==> src/rtl/alu_issue.sv <==
// alu_issue: execute-stage sequencer in front of a combinational RV32I ALU.
// Decodes one instruction per transaction into an ALU control code and
// operands, captures the ALU result one cycle later, and presents a writeback
// result or a branch decision downstream.
//
// Ports:
//   clk, rst_n                      clock, asynchronous active-low reset
//   in_valid / in_ready             upstream handshake (in_ready high only in IDLE)
//   opcode, funct3, funct7_5        decoded instruction fields
//   rs1_val, rs2_val, imm, pc       operand sources (imm already sign-extended)
//   alu_a, alu_b, alu_ctrl          registered ALU inputs
//   alu_out, alu_is_zero            ALU result and zero flag
//   out_valid / out_ready           downstream handshake (out_valid high only in DONE)
//   out_result, out_is_branch,
//   out_branch_taken, out_illegal   captured transaction results
module alu_issue #(
    parameter int unsigned XLEN = 32
) (
    input  logic            clk,
    input  logic            rst_n,
    input  logic            in_valid,
    output logic            in_ready,
    input  logic [6:0]      opcode,
    input  logic [2:0]      funct3,
    input  logic            funct7_5,
    input  logic [XLEN-1:0] rs1_val,
    input  logic [XLEN-1:0] rs2_val,
    input  logic [XLEN-1:0] imm,
    input  logic [XLEN-1:0] pc,
    output logic [XLEN-1:0] alu_a,
    output logic [XLEN-1:0] alu_b,
    output logic [3:0]      alu_ctrl,
    input  logic [XLEN-1:0] alu_out,
    input  logic            alu_is_zero,
    output logic            out_valid,
    input  logic            out_ready,
    output logic [XLEN-1:0] out_result,
    output logic            out_is_branch,
    output logic            out_branch_taken,
    output logic            out_illegal
);

    localparam logic [3:0] ALU_AND  = 4'b0000;
    localparam logic [3:0] ALU_OR   = 4'b0001;
    localparam logic [3:0] ALU_XOR  = 4'b0010;
    localparam logic [3:0] ALU_ADD  = 4'b0100;
    localparam logic [3:0] ALU_SUB  = 4'b0101;
    localparam logic [3:0] ALU_SLL  = 4'b0110;
    localparam logic [3:0] ALU_SRL  = 4'b0111;
    localparam logic [3:0] ALU_SRA  = 4'b1000;
    localparam logic [3:0] ALU_SLT  = 4'b1001;
    localparam logic [3:0] ALU_SLTU = 4'b1010;

    localparam logic [6:0] OPC_OP     = 7'b0110011;
    localparam logic [6:0] OPC_OP_IMM = 7'b0010011;
    localparam logic [6:0] OPC_LUI    = 7'b0110111;
    localparam logic [6:0] OPC_AUIPC  = 7'b0010111;
    localparam logic [6:0] OPC_BRANCH = 7'b1100011;

    typedef enum logic [1:0] {
        IDLE = 2'd0,
        EXEC = 2'd1,
        DONE = 2'd2
    } state_e;

    state_e          state_q, state_d;
    logic [XLEN-1:0] alu_a_q, alu_a_d;
    logic [XLEN-1:0] alu_b_q, alu_b_d;
    logic [3:0]      alu_ctrl_q, alu_ctrl_d;
    // Branch qualifiers: use zero flag (BEQ/BNE) vs alu_out[0], and invert.
    logic            br_q, br_d;
    logic            br_zero_q, br_zero_d;
    logic            br_inv_q, br_inv_d;
    logic            out_valid_q, out_valid_d;
    logic [XLEN-1:0] out_result_q, out_result_d;
    logic            out_is_branch_q, out_is_branch_d;
    logic            out_taken_q, out_taken_d;
    logic            out_illegal_q, out_illegal_d;

    logic [3:0]      dec_ctrl_c;
    logic [XLEN-1:0] dec_a_c, dec_b_c;
    logic            dec_illegal_c, dec_br_c, dec_br_zero_c, dec_br_inv_c;
    logic            br_cond_c;

    // Instruction decode: ALU code, operand selection and legality.
    always_comb begin
        dec_ctrl_c    = ALU_ADD;
        dec_a_c       = rs1_val;
        dec_b_c       = rs2_val;
        dec_illegal_c = 1'b0;
        dec_br_c      = 1'b0;
        dec_br_zero_c = 1'b0;
        dec_br_inv_c  = 1'b0;
        case (opcode)
            OPC_OP, OPC_OP_IMM: begin
                if (opcode == OPC_OP_IMM) dec_b_c = imm;
                case (funct3)
                    3'b000: dec_ctrl_c = (opcode == OPC_OP && funct7_5) ? ALU_SUB : ALU_ADD;
                    3'b001: begin
                        dec_ctrl_c    = ALU_SLL;
                        dec_illegal_c = (opcode == OPC_OP_IMM) && funct7_5;
                    end
                    3'b010: dec_ctrl_c = ALU_SLT;
                    3'b011: dec_ctrl_c = ALU_SLTU;
                    3'b100: dec_ctrl_c = ALU_XOR;
                    3'b101: dec_ctrl_c = funct7_5 ? ALU_SRA : ALU_SRL;
                    3'b110: dec_ctrl_c = ALU_OR;
                    default: dec_ctrl_c = ALU_AND;
                endcase
            end
            OPC_LUI: begin
                dec_a_c = '0;
                dec_b_c = imm;
            end
            OPC_AUIPC: begin
                dec_a_c = pc;
                dec_b_c = imm;
            end
            OPC_BRANCH: begin
                dec_br_c     = 1'b1;
                dec_br_inv_c = funct3[0];
                case (funct3[2:1])
                    2'b00: begin
                        dec_ctrl_c    = ALU_SUB;
                        dec_br_zero_c = 1'b1;
                    end
                    2'b10:   dec_ctrl_c = ALU_SLT;
                    2'b11:   dec_ctrl_c = ALU_SLTU;
                    default: dec_illegal_c = 1'b1;
                endcase
            end
            default: dec_illegal_c = 1'b1;
        endcase
    end

    assign br_cond_c = (br_zero_q ? alu_is_zero : alu_out[0]) ^ br_inv_q;

    // Next-state and output-register logic.
    always_comb begin
        state_d         = state_q;
        alu_a_d         = alu_a_q;
        alu_b_d         = alu_b_q;
        alu_ctrl_d      = alu_ctrl_q;
        br_d            = br_q;
        br_zero_d       = br_zero_q;
        br_inv_d        = br_inv_q;
        out_result_d    = out_result_q;
        out_is_branch_d = out_is_branch_q;
        out_taken_d     = out_taken_q;
        out_illegal_d   = out_illegal_q;
        case (state_q)
            IDLE: begin
                if (in_valid) begin
                    if (dec_illegal_c) begin
                        // Illegal: skip EXEC, ALU inputs keep their last values.
                        state_d         = DONE;
                        out_result_d    = '0;
                        out_is_branch_d = 1'b0;
                        out_taken_d     = 1'b0;
                        out_illegal_d   = 1'b1;
                    end else begin
                        state_d    = EXEC;
                        alu_a_d    = dec_a_c;
                        alu_b_d    = dec_b_c;
                        alu_ctrl_d = dec_ctrl_c;
                        br_d       = dec_br_c;
                        br_zero_d  = dec_br_zero_c;
                        br_inv_d   = dec_br_inv_c;
                    end
                end
            end
            EXEC: begin
                state_d         = DONE;
                out_result_d    = alu_out;
                out_is_branch_d = br_q;
                out_taken_d     = br_q && br_cond_c;
                out_illegal_d   = 1'b0;
            end
            DONE: begin
                if (out_ready) state_d = IDLE;
            end
            default: state_d = IDLE;
        endcase
        out_valid_d = (state_d == DONE);
    end

    always_ff @(posedge clk or negedge rst_n) begin
        if (!rst_n) begin
            state_q         <= IDLE;
            alu_a_q         <= '0;
            alu_b_q         <= '0;
            alu_ctrl_q      <= ALU_AND;
            br_q            <= 1'b0;
            br_zero_q       <= 1'b0;
            br_inv_q        <= 1'b0;
            out_valid_q     <= 1'b0;
            out_result_q    <= '0;
            out_is_branch_q <= 1'b0;
            out_taken_q     <= 1'b0;
            out_illegal_q   <= 1'b0;
        end else begin
            state_q         <= state_d;
            alu_a_q         <= alu_a_d;
            alu_b_q         <= alu_b_d;
            alu_ctrl_q      <= alu_ctrl_d;
            br_q            <= br_d;
            br_zero_q       <= br_zero_d;
            br_inv_q        <= br_inv_d;
            out_valid_q     <= out_valid_d;
            out_result_q    <= out_result_d;
            out_is_branch_q <= out_is_branch_d;
            out_taken_q     <= out_taken_d;
            out_illegal_q   <= out_illegal_d;
        end
    end

    // in_ready is a pure state decode so upstream sees it without a cycle of lag.
    assign in_ready         = (state_q == IDLE);
    assign alu_a            = alu_a_q;
    assign alu_b            = alu_b_q;
    assign alu_ctrl         = alu_ctrl_q;
    assign out_valid        = out_valid_q;
    assign out_result       = out_result_q;
    assign out_is_branch    = out_is_branch_q;
    assign out_branch_taken = out_taken_q;
    assign out_illegal      = out_illegal_q;

endmodule

==> config.mk <==
export PLATFORM = sky130hd
export DESIGN_NAME = alu_issue
export DESIGN_NICKNAME = d
export VERILOG_FILES = /design/src/rtl/alu_issue.sv
export SDC_FILE = /design/constraint.sdc
export NUM_CORES = 1
export LEC_CHECK = 0
export ABC_AREA = 1
export CORE_MARGIN = 2
export CORE_UTILIZATION = 43
export CTS_CLUSTER_DIAMETER = 200
export DETAILED_ROUTE_END_ITERATION = 6
export GPL_ROUTABILITY_DRIVEN = 0
export GPL_TIMING_DRIVEN = 0
export PLACE_DENSITY = 0.87
export SLEW_MARGIN = 20
export SYNTH_ARGS = -nofsm -noshare
export SYNTH_HDL_FRONTEND = slang
export SYNTH_SLANG_ARGS = --single-unit
==> constraint.sdc <==
create_clock -name clk -period 3.8 [get_ports clk]
set_clock_uncertainty 0.15 [all_clocks]
set_input_delay 0.38 -clock clk [delete_from_list [all_inputs] [get_ports clk]]
set_output_delay 0.38 -clock clk [all_outputs]
set_load 0.02 [all_outputs]
# [Word level (Yosys, flattened, before mapping)]
# Cells that the tools add are included.
[op_classes] eq_ne=18 n_mux=30 n_reduce_logical=12 bitwise_logic=2
[op_table] cell="32-bit one-hot mux with 2 select lines" count=3
[op_table] cell="32-bit 2-to-1 mux" count=3
[op_table] cell="4-bit one-hot mux with 7 select lines" count=1
[op_table] cell="7-bit by 5-bit == test with 1-bit output (second input constant)" count=2
[op_table] cell="7-bit by 6-bit == test with 1-bit output (second input constant)" count=2
[op_table] cell="1-bit 2-to-1 mux" count=12
[op_table] cell="4-bit one-hot mux with 3 select lines" count=1
[op_table] cell="3-bit == test (second input constant)" count=3
[op_table] cell="2-bit == test (second input constant)" count=4
[op_table] cell="4-bit one-hot mux with 2 select lines" count=1
[op_table] cell="7-bit == test (second input constant)" count=1
[op_table] cell="3-bit by 2-bit == test with 1-bit output (second input constant)" count=2
[op_table] cell="2-bit 2-to-1 mux" count=3
[op_table] cell="1-bit one-hot mux with 2 select lines" count=3
[op_table] cell="2-bit one-hot mux with 3 select lines" count=1
[op_table] cell="3-bit AND reduction" count=2
[op_table] cell="2-bit logical NOT" count=2
[op_table] cell="4-bit 2-to-1 mux" count=1
[op_table] cell="2-bit OR reduction" count=2
[op_table] cell="3-bit by 1-bit == test with 1-bit output (second input constant)" count=1
[op_table] cell="1-bit logical AND" count=3
[op_table] cell="3-bit logical NOT" count=1
[op_table] cell="1-bit one-hot mux with 3 select lines" count=1
[op_table] cell="3-bit OR reduction" count=1
[op_table] cell="other kinds (6)" count=6
[word_totals] out_inout_bits=105 elab_cells=74 input_bits=176 ff_bits=109

# [Logic depth before layout (Yosys ltp)]
[logic_depth] ltp_word=8 ltp_mapped=12 mapped_depth_nobuf=10

# [Worst setup path before layout]
# No wires, ideal clock.
[synth_timing] path_kind="flip-flop to flip-flop" start="register state_q[1]" end="register alu_ctrl_q[2] (netlist: alu_ctrl[2])" setup_ns=0.117 required_time_ns=3.533 stages_incl_launch_ff=9 period_less_slack_ns=1.714 n_path_buf=2 slack_ns=2.086 arrival_time_ns=1.447 cell_sequence="dfrtp_1 -> nor2_1 -> nand2_1 -> inv_1 -> nand4_2 -> buf_4 -> buf_4 -> nand2_1 -> nand2_1"
[synth_between] elab_chain_len=2
[synth_lines] element="start: declaration" line_no="66" source="state_e state_q, state_d;"
[synth_lines] element="start signal: assignment" line_no="202" source="state_q <= state_d;"
[synth_lines] element="2-bit logical NOT"
[synth_lines] element="net in_ready" line_no="22" source="output logic in_ready,"
[synth_lines] element="3-bit AND reduction (no line)"
[synth_lines] element="end signal: assignment" line_no="205" source="alu_ctrl_q <= alu_ctrl_d;"
[synth_lines] element="end: declaration" line_no="69" source="logic [3:0] alu_ctrl_q, alu_ctrl_d;"
# The timed path passes the listed nets, and every way through them passes these cells.
# A chain may end at the register's enable or synchronous reset.

# [Final worst setup path]
[layout_timing] start="input port opcode[6]" end="register alu_b_q[1] (netlist: alu_b[1])"
[layout_between] elab_chain_len=6 word_cells_on_any_way=14 cone_classes="eq/ne (5); mux (4); bitwise (1); reduce/logical (4)"
[layout_lines] element="start: declaration" line_no="23" source="input logic [6:0] opcode,"
[layout_lines] element="7-bit by 5-bit == test with 1-bit output" line_no="94, 96, 101"
[layout_lines] element="1-bit logical AND" line_no="101" source="dec_illegal_c = (opcode == OPC_OP_IMM) && funct7_5;"
[layout_lines] element="1-bit 2-to-1 mux" line_no="97" source="case (funct3)"
[layout_lines] element="1-bit one-hot mux with 3 select lines" line_no="94" source="case (opcode)"
[layout_lines] element="1-bit NOT (no line)"
[layout_lines] element="3-bit AND reduction (no line)"
[layout_lines] element="end signal: assignment" line_no="204" source="alu_b_q <= alu_b_d;"
[layout_lines] element="end: declaration" line_no="68" source="logic [XLEN-1:0] alu_b_q, alu_b_d;"
# Parallel ways exist; a longest one is shown, timed or not.

==> flow_metrics.env <==
export IMPL_globalRouteOverflowTotal=0
export IMPL_yosysTopAreaCell="dfrtp_1"
export IMPL_crit_arrival_ns=2.21
export IMPL_rows=40
export IMPL_rsz0062_at_grt="no"
export IMPL_grt_antenna_before_repair=0
export IMPL_r2r_cells=5
export IMPL_synthTopCellsByCount="nand2_1 (391), dfrtp_1 (109), nand3_1 (79)"
export IMPL_grtUsageTotal_pct=26.81
export IMPL_pwr_density_cell_nw_per_um2=403.4
export IMPL_clk_insertion_delay_late_ns=0.34
export IMPL_setup_viol=0
export IMPL_regToRegSetupSlack_ns=2.05
export IMPL_hold_class="in -> reg"
export IMPL_routed_wl_microns=17850
export IMPL_fin_cells=1195
export IMPL_synthesis_area_sq_um=5334
export IMPL_synth_cell_types=22
export IMPL_cts_clk_slew_worst_paths_ns=0.07
export IMPL_syn_to_final_growth_pct=63.10
export IMPL_worstSetupPathType="in -> reg"
export IMPL_yosysWarnings=0
export IMPL_cts_inserted_buffers=9
export IMPL_ir_drop_v=0.0002261
export IMPL_grt_pass1_vias=5629
export IMPL_final_area_sq_um=8700
export IMPL_avgViaCountPerCell=4.850
export IMPL_timing_fmax_mhz=480.9
export IMPL_grt_max_degree=56
export IMPL_endpoint_kind="flop"
export IMPL_cap_violations=0
export IMPL_cts_sinks=109
export IMPL_grtUsageMet3_pct=7.380
export IMPL_tightest_slew_ns=0.5926
export IMPL_diodes=0
export IMPL_cpMostUsedCell="nand2_1"
export IMPL_cts_tree="built"
export IMPL_ios=281
export IMPL_status="finished, final reports clean"
export IMPL_grt_busiest_layer="met2"
export IMPL_cp_endpoint="alu_b[1]$_DFFE_PN0P_"
export IMPL_die_area_sq_um=13310
export IMPL_place_area_sq_um=8366
export IMPL_yosys_top_cells_area="dfrtp_1 (51%), nand2_1 (28%), nand3_1 (7.4%)"
export IMPL_drt_initial_drc_count=472
export IMPL_placed_cells=1178
export IMPL_drv_slew=0
export IMPL_root_buffer="clkbuf_16"
export IMPL_fp_dieW_microns=115.4
export IMPL_period_share_pct=54.72
export IMPL_wl_per_cell_microns=14.94
export IMPL_htreeDepth=3
export IMPL_synth_nets=906
export IMPL_yosysSeqAreaShare_pct=51.14
export IMPL_p_leak_nw=4.486
export IMPL_synth_top_area_share_pct=51.14
export IMPL_postRouteAntennaNets=0
export IMPL_r2r_end="out_result[7]$_DFFE_PN0P_"
export IMPL_met2_usage_pct=49.16
export IMPL_crit_required_ns=3.93
export IMPL_relSlewSlack_pct=60.49
export IMPL_slowest_stage="clkdlybuf4s50_1"
export IMPL_place_hpwl_microns=13770
export IMPL_cp_startpoint="opcode[6]"
export IMPL_min_period_ns=2.079
export IMPL_grt_pass1_wl_microns=27740
export IMPL_start_util_pct=44.22
export IMPL_fin_util_pct=72.13
export IMPL_first_pass_iters=5
export IMPL_synth_seq_cells=109
export IMPL_final_nets=1198
export IMPL_synthFlopType="dfrtp_1"
export IMPL_port_buffers=279
export IMPL_finalHoldViolations=0
export IMPL_drive_gt1_share_pct=5.355
export IMPL_critPathMaxFanout=10
export IMPL_yosys_cell_count_top_type="nand2_1"
export IMPL_slowest_delay_ns=0.51
export IMPL_cp_cell_sequence="clkdlybuf4s50_1 > inv_1 > nand2_1 > inv_1 > nand3_1 > buf_2 > buf_2 > nand3_1 > nand2_1 > nand2_1 > nand2_1"
export IMPL_postSynthCellCount=730
export IMPL_synth_edf_count=0
export IMPL_clock_path_buffers=2
export IMPL_syn_area_per_cell_sq_um=7.307
export IMPL_synthArstFlopShare_pct=100.0
export IMPL_use_met1_pct=30.64
export IMPL_drc_errors=0
export IMPL_fp_dieH_microns=115.4
export IMPL_cp_start_kind="input port"
export IMPL_vias=5796
export IMPL_core_area_sq_um=12060
export IMPL_worstReg2RegStart="state_q[1]$_DFF_PN0_"
[layout make-up]
type	instances	area (sq um)
fill	936	3362
timing repair buffer	281	2831
sequential	109	2728
multi-input combinational	533	2202
buffer	41	227.7
clock buffer	9	225.2
tap	168	210.2
inverter	47	176.4
clock inverter	7	98.84
[power breakdown]
part / internal, mW / leakage [nW] / switching (mW) / total (mW)
registers: 1.33 / 1.46 / 0.103 / 1.43
logic: 0.550 / 2.87 / 0.510 / 1.06
clock network: 0.582 / 0.156 / 0.436 / 1.02
[how the worst min path moves through the flow]
stage / startpoint / endpoint / slack [ns] / cells after the start
global route: alu_b[15]$_DFFE_PN0P_ / alu_b[15]$_DFFE_PN0P_ / 0.34 / 2
floorplan: rst_n / alu_a[0]$_DFFE_PN0P_ / -0.07 / 0
detailed placement: rst_n / out_result[26]$_DFFE_PN0P_ / 0.23 / 1
finish: funct3[2] / br_zero_q$_DFFE_PN0P_ / 0.33 / 4
global placement: alu_b[19]$_DFFE_PN0P_ / alu_b[19]$_DFFE_PN0P_ / 0.31 / 2
CTS: funct3[2] / br_zero_q$_DFFE_PN0P_ / 0.31 / 4
[registers in the layout (all words and copies together) (netlist names)]
register,count
alu_a,32
alu_b,32
out_result,32
alu_ctrl,4
state_q,2
br_inv_q,1
br_q,1
br_zero_q,1
out_branch_taken,1
out_illegal,1
out_is_branch,1
out_valid,1
[critical path, delay by kind of cell]
family,cells,cell delay (ns)
buffers and inverters,5,1.29
AND/OR/NAND/NOR,6,0.53
[logic make-up after synthesis]
logic type	after synthesis	share of synthesized area, %
AO/OA/AOI/OAI	41	3.941
AND/OR/NAND/NOR	490	36.99
flip-flops	109	51.14
buffers and inverters	88	7.576
XOR/XNOR	1	0.1642
multiplexers	1	0.1877
[layer usage]
metal / routed length [microns] / share of wire (%)
met5: 0 / 0
met4: 286 / 1.6
met3: 1695 / 9.5
met2: 9116 / 51
met1: 6750 / 38
[cells in the final DEF (no fill, tap or decap), types with 2 or more instances in the layout]
cell / instances
nor3_1: 4
buf_4: 10
nand3_1: 79
o21ai_0: 39
dfrtp_1: 109
clkbuf_1: 9
inv_1: 43
clkinv_4: 2
clkbuf_16: 9
bufinv_16: 2
nor2_1: 11
buf_1: 3
inv_2: 4
buf_2: 17
nand2_1: 391
buf_6: 3
clkdlybuf4s50_1: 278
[through the flow]
stage                     power, mW  TNS, ns  setup slack [ns]  hold slack, ns
after floorplan               1.868        0             2.086        -0.06559
after global placement        2.488  -218.69            -2.012          0.3106
after detailed placement      2.510        0             1.394          0.2275
after CTS                     3.529        0             1.727          0.3138
after global routing          3.669        0             1.576          0.3446
final                         3.510        0             1.721          0.3270
[what timing repair did]
action,4_1_cts,5_1_grt
buffers inserted,0,0
resized for setup,0,0
setup endpoints to repair,0,0
hold buffers,1,0
endpoints found under the hold margin,54,0
No activity file was read; power rests on OpenSTA's default activity.
